==> src/rtl/hash_light_stream.sv <==
// rtl/hash_light_stream.sv - multi-block lightweight hash core with valid/ready input and digest streams
// Absorbs NB-byte blocks, runs ROUNDS rounds per block (one per clock), emits an NB-byte digest.
module hash_light_stream #(
   parameter int              NB     = 4,
   parameter int              ROUNDS = 24,
   parameter logic [8*NB-1:0] IV     = (8*NB)'(32'h34550F14)
) (
   input  logic            clk,
   input  logic            rst_n,
   input  logic            in_valid,
   output logic            in_ready,
   input  logic [8*NB-1:0] in_data,
   input  logic            in_last,
   output logic            out_valid,
   input  logic            out_ready,
   output logic [8*NB-1:0] digest,
   output logic            busy
);

   localparam int W  = 8 * NB;
   localparam int RW = $clog2(ROUNDS + 1);

   typedef enum logic [2:0] {
      ST_IDLE,
      ST_ROUND,
      ST_WAIT,
      ST_FINAL,
      ST_OUT
   } state_t;

   state_t          state, state_nxt;
   logic [W-1:0]    s;
   logic [W-1:0]    s_round;
   logic [W-1:0]    s_final;
   logic [RW-1:0]   rnd;
   logic            last_q;
   logic            last_round;
   logic [7:0]      r8;
   logic [7:0]      mix;

   assign in_ready   = (state == ST_IDLE) || (state == ST_WAIT);
   assign busy       = (state != ST_IDLE);
   assign last_round = (rnd == RW'(ROUNDS - 1));
   assign r8         = 8'(rnd);

   // One round and the finalise fold, both computed purely from the current S.
   always_comb begin
      s_round = '0;
      s_final = '0;
      mix     = '0;
      for (int i = 0; i < NB; i++) begin
         mix = s[8*((i+1)%NB) +: 8] ^ IV[8*i +: 8] ^ r8;
         s_round[8*i +: 8] = s[8*i +: 8] + {mix[4:0], mix[7:5]};
         s_final[8*i +: 8] = s[8*i +: 8] ^ s[8*(NB-1-i) +: 8] ^ IV[8*i +: 8];
      end
   end

   always_comb begin
      state_nxt = state;
      case (state)
         ST_IDLE:  if (in_valid) state_nxt = ST_ROUND;
         ST_ROUND: if (last_round) state_nxt = last_q ? ST_FINAL : ST_WAIT;
         ST_WAIT:  if (in_valid) state_nxt = ST_ROUND;
         ST_FINAL: state_nxt = ST_OUT;
         ST_OUT:   if (out_ready) state_nxt = ST_IDLE;
         default:  state_nxt = ST_IDLE;
      endcase
   end

   always_ff @(posedge clk or negedge rst_n) begin
      if (!rst_n) state <= ST_IDLE;
      else        state <= state_nxt;
   end

   always_ff @(posedge clk or negedge rst_n) begin
      if (!rst_n) begin
         s         <= IV;
         rnd       <= '0;
         last_q    <= 1'b0;
         digest    <= '0;
         out_valid <= 1'b0;
      end else begin
         case (state)
            ST_IDLE: begin
               if (in_valid) begin
                  s      <= IV ^ in_data;
                  last_q <= in_last;
                  rnd    <= '0;
               end
            end
            ST_WAIT: begin
               if (in_valid) begin
                  s      <= s ^ in_data;
                  last_q <= in_last;
                  rnd    <= '0;
               end
            end
            ST_ROUND: begin
               s   <= s_round;
               rnd <= rnd + RW'(1);
            end
            ST_FINAL: begin
               digest    <= s_final;
               out_valid <= 1'b1;
            end
            ST_OUT: begin
               // Reloading IV here lets the next message start cleanly from IDLE.
               if (out_ready) begin
                  out_valid <= 1'b0;
                  s         <= IV;
               end
            end
            default: ;
         endcase
      end
   end

endmodule

==> config.mk <==
export PLATFORM = sky130hd
export DESIGN_NAME = hash_light_stream
export DESIGN_NICKNAME = d
export VERILOG_FILES = /design/src/rtl/hash_light_stream.sv
export SDC_FILE = /design/constraint.sdc
export NUM_CORES = 1
export LEC_CHECK = 0
export ABC_AREA = 1
export CORE_UTILIZATION = 45
export CTS_CLUSTER_SIZE = 25
export DETAILED_ROUTE_END_ITERATION = 6
export PLACE_DENSITY = 0.68
export SLEW_MARGIN = 0
export SYNTH_ARGS = -nofsm -noshare
export SYNTH_HDL_FRONTEND = slang
export SYNTH_SLANG_ARGS = --single-unit
==> constraint.sdc <==
create_clock -name clk -period 4.6 [get_ports clk]
set_clock_uncertainty 0.1 [all_clocks]
set_input_delay 1.15 -clock clk [delete_from_list [all_inputs] [get_ports clk]]
set_output_delay 1.15 -clock clk [all_outputs]
set_load 0.01 [all_outputs]
-- Yosys cells after proc, flatten, opt, wreduce, memory -nomap -nowiden
Cells that the tools add are included.
- $add $sub $neg: 5
- multipliers: 0
- div/mod/pow operators: 0
- magnitude comparators: 0
- equal/unequal tests: 10
- shift-type cells: 0
- mux-type cells: 13
- bitwise operators: 16
- reduce and logical (&&, ||, !) cells: 12
- operator list (cell ; count):
    $pmux 32 s4 ; 1
    $mux 32 ; 3
    $add 8x8->8 ; 4
    $xor 32x32->32 ; 1
    $xor 8x5->8 ; 4
    $not 4->4 ; 4
    $xor 8x8->8 ; 2
    $not 13->13 ; 1
    $pmux 3 s4 ; 1
    $pmux 5 s2 ; 1
    $mux 3 ; 3
    $ne 2x2->1 const B ; 4
    $eq 3x2->1 const B ; 2
    $not 3->3 ; 2
    $reduce_and 2->1 ; 3
    $add 5x1->5 const B ; 1
    $eq 5x5->1 const B ; 1
    $mux 5 ; 1
    $not 2->2 ; 2
    $reduce_and 4->1 ; 1
    $reduce_bool 2->1 ; 2
    $reduce_bool 4->1 ; 1
    $eq 3x1->1 const B ; 1
    $eq 3x3->1 const B ; 1
    8 further kinds ; 9
- bits in registers: 74
- latch bits: 0
- RAM bits: 0
- bits in read-only memories: 0
- output and inout bits: 35
- memories kept: 0

-- Logic depth before layout (Yosys ltp)
Gate-level depths: netlist (run 1).
- word-level depth: 4
- depth in mapped cells: 13
- gate-level depth less buffers: 13

-- Least setup slack after synthesis (run 1)
No wires, ideal clock.
- kind: flip-flop to output port
- start point: register state[0]
- end point: output in_ready
- arrival: 837 ps
- data required time: 3350 ps
- setup slack: 2513 ps
- cell stages (with the launch flop): 4
- buffers on the path: 0
- path through: dfrtp_1 nor2_2 nand2_1 nand2_2
- longest elaborated chain between the ends: 2
- ends and longest elaborated chain (element ; RTL line ; text):
    start, declared ; 31 ; state_t state, state_nxt;
    start signal, assigned ; 72 ; else state <= state_nxt;
    $eq 3x2->1 or $logic_not 3->1 (tied branches) ; 41 ; assign in_ready = (state == ST_IDLE) || (state == ST_WAIT);
    $logic_or 1x1->1 * ; 41 ;
    end, declared ; 11 ; output logic in_ready,
Mark *: on every way between the ends. The rest lies on a longest branch, timed or not.

-- Worst setup path after layout (run 1)
- start point: register state[2]
- end point: output in_ready
The elaborated chain is that of the path after synthesis.

==> out/summary.log, run 1 <==
qor: outcome.outcome completed
qor: sta.maxSlewViolCount 0
qor: sta.setup_slack 1340 ps
qor: sta.slew-limit-headroom 22.3%
qor: synthesis.post_synth_most_frequent_cells 248 x sky130_fd_sc_hd__nand2_1, 82 x sky130_fd_sc_hd__inv_1, 52 x sky130_fd_sc_hd__nand3_1, 51 x sky130_fd_sc_hd__nor2_1, 50 x sky130_fd_sc_hd__dfrtp_1
qor: global_route.grt.overflow.total 0
qor: final_layout.nets 875
qor: worst_setup_path.worstSetupStartpointType flip-flop
qor: sta.layout_worst_path_cycle_share 70.9%
qor: worst_setup_path.endpoint_kind_of_the_worst_setup_timing_path output port
qor: routing.finalWirelength 14500 microns
qor: global_route.antenna_found_initial 0
qor: placed_design.placed_cells 935
qor: worst_setup_path.critical-path-max-stage-delay 570 ps
qor: sta.timing_hold_violations_final 0
qor: placed_design.hpwl_reported_at_the_end_of_detailed_placement 10400 microns
qor: synthesis.syn_avg_cell_area 7.00 sq um
qor: floorplanning.die_area 12200 sq um
qor: worst_setup_path.worstPathCellList nor2_2 > nand2_4 > nand2_2 > clkdlybuf4s50_1
qor: synthesis.synthCells 755
qor: clock_tree.resized_cells_post_cts 0
qor: worst_setup_path.crit_path_required_time 3350 ps
qor: sta.rsz0062_at_grt false
qor: clock_tree.cts-root-to-sink-buffers 2
qor: final_layout.diodes 0
qor: routing.wire_per_inst 15.2 microns
qor: worst_setup_path.worst_ep_arrival_time 2010 ps
qor: floorplanning.design.core.area 11400 sq um
qor: worst_setup_path.cpMaxStageDelayCell sky130_fd_sc_hd__clkdlybuf4s50_1
qor: worst_setup_path.buffers_and_inverters_on_the_worst_path 1
qor: global_route.grt_pass1_wl 23800 microns
qor: synthesis.mappedNetlistArea 5280 sq um
qor: placed_design.port_buffers 71
qor: global_route.track_usage 26.6%
qor: floorplanning.dieWidth 110 microns
qor: placed_design.dpl_worst_slack 1640 ps
qor: routing.route.detailed.drc 0
qor: floorplanning.num_rows 39
qor: routing.post_drt_via_cell_ratio 5.23
qor: synthesis.synth-edff-count 0
qor: sta.period_needed 3260 ps
qor: floorplanning.initial_utilization 46.3%
qor: synthesis.yosysMostFrequentCell sky130_fd_sc_hd__nand2_1
qor: clock_tree.clk_root_buffer_cell sky130_fd_sc_hd__clkbuf_16
qor: routing.drt_first_pass_iters 4
qor: worst_setup_path.worstSetupPathType flip-flop to output port
qor: floorplanning.io-pin-count 72
qor: routing.via_count 4974
qor: flow_run.max-cap-violations 0
qor: clock_tree.post_cts_hold_buffer_count 0
qor: clock_tree.clock-sinks 63
qor: synthesis.mappedNetlistNets 827
qor: worst_setup_path.critPathMaxFanout 31
qor: global_route.grt_pass1_vias 4826
qor: synthesis.synth_top_area_share 23.7%
qor: clock_tree.clkLatencyLatePin 350 ps
qor: clock_tree.clk_pin_slew 50 ps
qor: routing.dr.first_iter.drc_count 327
qor: sta.tightest_slew 1160 ps
qor: final_layout.area_growth_syn_to_layout 18.7%
qor: synthesis.ys.warnings.count 0
qor: placed_design.place_congestion 0.909
qor: synthesis.netlist.top_cell.by_area sky130_fd_sc_hd__dfrtp_1
qor: sta.setup_viol 0
qor: sta.timing.setup.tns 0 ps
qor: synthesis.ys_ff_latch 63
qor: synthesis.dominantRegCellSynth sky130_fd_sc_hd__dfrtp_1
qor: synthesis.synth.area.top_cells sky130_fd_sc_hd__dfrtp_1 24%, sky130_fd_sc_hd__nand2_1 18%, sky130_fd_sc_hd__ha_1 7.3%
qor: final_layout.drive_above_1_share 6.44%
qor: sta.holdWs 378 ps
qor: clock_tree.cts_post_setup_buffers_inserted 0
qor: floorplanning.die-height 110 microns
qor: worst_setup_path.crit_family simple AND/OR/NAND/NOR gates
qor: global_route.grt_start_max_net_pins 44
qor: synthesis.synthDistinctLibCells 39
qor: min_path.hold_class flip-flop to flip-flop
qor: clock_tree.htreeDepth 3
qor: sta.maxClockFrequency 307 MHz
qor: routing.postRouteAntennaNets 0
qor: final_layout.final_cells 951
qor: synthesis.synth.yosys.seq_area_share 30.1%
qor: synthesis.postSynth.asyncResetShare 100%
qor: clock_tree.tritoncts done
qor: clock_tree.cts_inserted_buffers 9
==> per-layer routing <==
metal | vias to the layer above | wire (microns) | part of all wire [%] | GRT usage, %
li1 | 2487 | - | - | -
met1 | 2312 | 6480 | 45 | 33.3
met2 | 141 | 6570 | 45 | 42.9
met3 | 34 | 972 | 6.7 | 6.47
met4 | 0 | 427 | 3.0 | 12.9
met5 | - | 0 | 0 | 0
==> cell usage in the layout, fill, tap and decap left out, types with 2 or more instances in the layout <==
master and count:
sky130_fd_sc_hd__or2_2 5, sky130_fd_sc_hd__nor2_1 51, sky130_fd_sc_hd__a22oi_1 2, sky130_fd_sc_hd__o211ai_1 3, sky130_fd_sc_hd__o21ai_1 23, sky130_fd_sc_hd__o21ai_0 28
sky130_fd_sc_hd__clkdlybuf4s50_1 70, sky130_fd_sc_hd__ha_1 31, sky130_fd_sc_hd__nand2_2 3, sky130_fd_sc_hd__inv_1 82, sky130_fd_sc_hd__dfstp_2 13, sky130_fd_sc_hd__nand4_1 9
sky130_fd_sc_hd__nand3_1 52, sky130_fd_sc_hd__o31ai_1 2, sky130_fd_sc_hd__nand2_1 248, sky130_fd_sc_hd__o21a_1 8, sky130_fd_sc_hd__inv_2 4, sky130_fd_sc_hd__xor2_1 27
sky130_fd_sc_hd__a21oi_1 23, sky130_fd_sc_hd__nor2_2 2, sky130_fd_sc_hd__dfrtp_1 50, sky130_fd_sc_hd__o2111ai_1 3, sky130_fd_sc_hd__xnor2_1 30, sky130_fd_sc_hd__nand3b_1 5
sky130_fd_sc_hd__nand2_4 2, sky130_fd_sc_hd__fa_1 4, sky130_fd_sc_hd__bufinv_16 2, sky130_fd_sc_hd__clkbuf_16 9
==> flip-flops by register name, indices dropped and copies added (netlist names) <==
name,count
digest,21
out_valid,1
rnd,5
last_q,1
s,32
state,3
==> cell families after synthesis <==
group | count (synthesis) | share of synthesized area [%]
and+or+nand+nor | 381 | 30.6
buffers and inverters | 123 | 10.6
AOI/OAI and AO/OA | 96 | 10.4
DFF | 63 | 30.1
xor gates and xnor gates | 57 | 9.45
adders and majority gates | 35 | 8.86
==> worst register-to-register path, stage by stage, from the launching register on <==
cell and delay [ps]:
sky130_fd_sc_hd__dfrtp_1 380, sky130_fd_sc_hd__inv_1 100, sky130_fd_sc_hd__nor2_2 60, sky130_fd_sc_hd__nand2_1 690
sky130_fd_sc_hd__clkinv_1 640, sky130_fd_sc_hd__o21ai_0 380, sky130_fd_sc_hd__o21a_1 190
==> layout make-up <==
class	instances	area, sq um
Tap cell	143	179
Clock buffer	11	243
Inverter	88	333
Multi-Input combinational cell	569	3130
Timing Repair Buffer	72	713
Clock inverter	5	81.3
Sequential cell	63	1590
Fill cell	1126	5140
==> final timing paths <==
| path | depth (start not counted) | startpoint | slack (ps) | to |
|---|---|---|---|---|
| setup reg to reg | 6 | state[1] | 1990 | digest[20] |
| min in group asynchronous | 1 | rst_n | 840 | digest[18] |
| setup / recovery | 4 | state[2] | 1340 | in_ready |
| hold reg to reg | 2 | out_valid | 380 | out_valid |
| hold / removal | 2 | out_valid | 380 | out_valid |
| max in group asynchronous | 2 | rst_n | 2620 | s[4] |
==> per-stage QoR <==
stage                     cell area [sq um]  util (%)
after global routing                   6270      54.9
after global placement                 5950      52.1
final                                  6270      54.9
after CTS                              6270      54.9
after floorplan                        5280         -
after detailed placement               5950      52.1
Power of run 1 is left out: the tool's default activity adds up to more than one toggle a clock period on the data nets, which glitch-free logic cannot reach.
==> run 2: changes to the inputs <==
clock period = 3.4 ns   (was 4.6 ns; I/O delays follow)
==> out/summary.log, run 2 (same netlist as run 1, synthesis figures left out) <==
qor: outcome.outcome completed [unchanged]
qor: routing.post_drt_via_cell_ratio 5.21 [was 5.23]
qor: global_route.grt.overflow.total 0 [unchanged]
qor: sta.maxClockFrequency 338 MHz
qor: clock_tree.clkLatencyLatePin 350 ps [about the same]
qor: worst_setup_path.crit_path_required_time 2450 ps [was 3350 ps]
qor: sta.maxSlewViolCount 0 [unchanged]
qor: worst_setup_path.r2r_cells 9 [was 6]
qor: final_layout.nets 879 [was 875]
qor: routing.dr.first_iter.drc_count 322 [was 327]
qor: final_layout.fin_util 55.3% [was 54.9%]
qor: worst_setup_path.worstReg2RegStart state[2] [was state[1]]
qor: sta.layout_worst_path_cycle_share 87.1%
qor: final_layout.area_growth_syn_to_layout 19.5% [was 18.7%]
qor: final_layout.layout_commonest_cell sky130_fd_sc_hd__nand2_1 [unchanged]
qor: sta.setup_slack 440 ps [was 1340 ps]
qor: sta.period_needed 2960 ps
qor: worst_setup_path.rrSetupSlack 940 ps [was 1990 ps]
qor: routing.finalWirelength 14800 microns [was 14500 microns]
qor: flow_run.max-cap-violations 0 [unchanged]
qor: worst_setup_path.worstSetupPathType flip-flop to output port [unchanged]
qor: worst_setup_path.endpoint_kind_of_the_worst_setup_timing_path output port [unchanged]
qor: routing.route.detailed.drc 0 [unchanged]
qor: global_route.grt_pass1_wl 23500 microns [was 23800 microns]
qor: final_layout.diodes 0 [unchanged]
qor: routing.drt_first_pass_iters 5 [was 4]
qor: min_path.hold_class input pin to async pin [was flip-flop to flip-flop]
qor: worst_setup_path.worst_ep_arrival_time 2010 ps [about the same]
qor: floorplanning.dieWidth 110 microns [unchanged]
qor: floorplanning.die_area 12200 sq um [unchanged]
qor: clock_tree.resized_cells_post_cts 0 [unchanged]
qor: floorplanning.io-pin-count 72 [unchanged]
qor: global_route.grt_start_max_net_pins 44 [unchanged]
qor: worst_setup_path.worstSetupStartpointType flip-flop [unchanged]
qor: sta.tightest_slew 577 ps [was 1160 ps]
qor: final_layout.largest_register s [unchanged]
qor: global_route.grt_pass1_vias 4731 [was 4826]
qor: final_layout.largestRegisters s: 32 flops, digest: 21 flops, rnd: 5 flops [unchanged]
qor: clock_tree.tritoncts done [unchanged]
qor: placed_design.port_buffers 71 [unchanged]
qor: sta.rsz0062_at_grt false [unchanged]
qor: clock_tree.cts_post_setup_buffers_inserted 0 [unchanged]
qor: final_layout.drive_above_1_share 7.02% [was 6.44%]
qor: sta.slew-limit-headroom 61.5% [was 22.3%]
qor: clock_tree.clk_root_buffer_cell sky130_fd_sc_hd__clkbuf_16 [unchanged]
qor: clock_tree.post_cts_hold_buffer_count 0 [unchanged]
qor: worst_setup_path.critPathMaxFanout 31 [unchanged]
qor: final_layout.largest_register_ffs 32 [unchanged]
qor: sta.setup_viol 0 [unchanged]
qor: clock_tree.cts_inserted_buffers 9 [unchanged]
qor: floorplanning.initial_utilization 46.3% [unchanged]
qor: sta.holdWs 358 ps [was 378 ps]
qor: sta.timing_hold_violations_final 0 [unchanged]
qor: global_route.track_usage 26.4% [was 26.6%]
qor: clock_tree.cts-root-to-sink-buffers 2 [unchanged]
qor: routing.via_count 4979 [was 4974]
qor: placed_design.place_congestion 0.914 [was 0.909]
qor: floorplanning.design.core.area 11400 sq um [unchanged]
qor: floorplanning.die-height 110 microns [unchanged]
qor: routing.wire_per_inst 15.5 microns [was 15.2 microns]
qor: clock_tree.clock-sinks 63 [unchanged]
qor: placed_design.dpl_worst_slack 723 ps [was 1640 ps]
qor: clock_tree.clk_pin_slew 60 ps [was 50 ps]
qor: placed_design.hpwl_reported_at_the_end_of_detailed_placement 10700 microns [was 10400 microns]
qor: worst_setup_path.critical_path.reg2reg.endpoint s[20] [was digest[20]]
qor: clock_tree.htreeDepth 3 [unchanged]
qor: final_layout.mostFrequentLayoutCells 248 x sky130_fd_sc_hd__nand2_1, 82 x sky130_fd_sc_hd__inv_1, 70 x sky130_fd_sc_hd__clkdlybuf4s50_1 [unchanged]
qor: sta.timing.setup.tns 0 ps [unchanged]
qor: routing.postRouteAntennaNets 0 [unchanged]
qor: global_route.antenna_found_initial 0 [unchanged]
qor: floorplanning.num_rows 39 [unchanged]
## run 2: cell types whose count changed in the layout (fill, tap and decap cells not counted), sizes merged
cell      previous run  this run
clkinvlp             1         2
clkinv               3         2
buf                  2         6
## run 2: through the flow
stage	cell area, sq um	instances
after floorplan	5280	755
final	6310	955
after global routing	6310	955
after detailed placement	5980	939
after global placement	5980	939
after CTS	6310	955
## run 2: worst max-delay path by stage
stage / depth (start not counted) / endpoint / slack [ps] / from
CTS: 4 / in_ready / 420 / state[2]
global route: 4 / in_ready / 370 / state[2]
detailed placement: 7 / s[9] / 720 / out_ready
floorplan: 11 / s[12] / 1470 / s[8]
finish: 4 / in_ready / 440 / state[2]
global placement: 7 / s[4] / 800 / in_valid
## run 2: layer usage
metal | vias up | GRT usage (%) | routed length [microns]
li1 | 2493 | - | -
met1 | 2305 | 33.7 | 6840
met2 | 158 | 42.9 | 6830
met3 | 23 | 6.06 | 825
met4 | 0 | 10.5 | 310
met5 | - | 0 | 0
## run 2: final cells by class
| class | instances | area, sq um |
|---|---|---|
| fillers | 1133 | 5110 |
| multi-input cells | 569 | 3130 |
| flip-flops and latches | 63 | 1590 |
| repair buffers | 76 | 743 |
| inverters | 88 | 333 |
| clock buffers | 11 | 253 |
| well taps | 143 | 179 |
| clock inverters | 5 | 80.1 |
## run 2: critical path, cell delays in order, from the launching register on
cell and delay [ps]:
sky130_fd_sc_hd__dfrtp_1 420, sky130_fd_sc_hd__nor2_2 180, sky130_fd_sc_hd__nand2_4 270, sky130_fd_sc_hd__nand2_2 210, sky130_fd_sc_hd__clkdlybuf4s50_1 570
Power of run 2 is left out for the same reason.
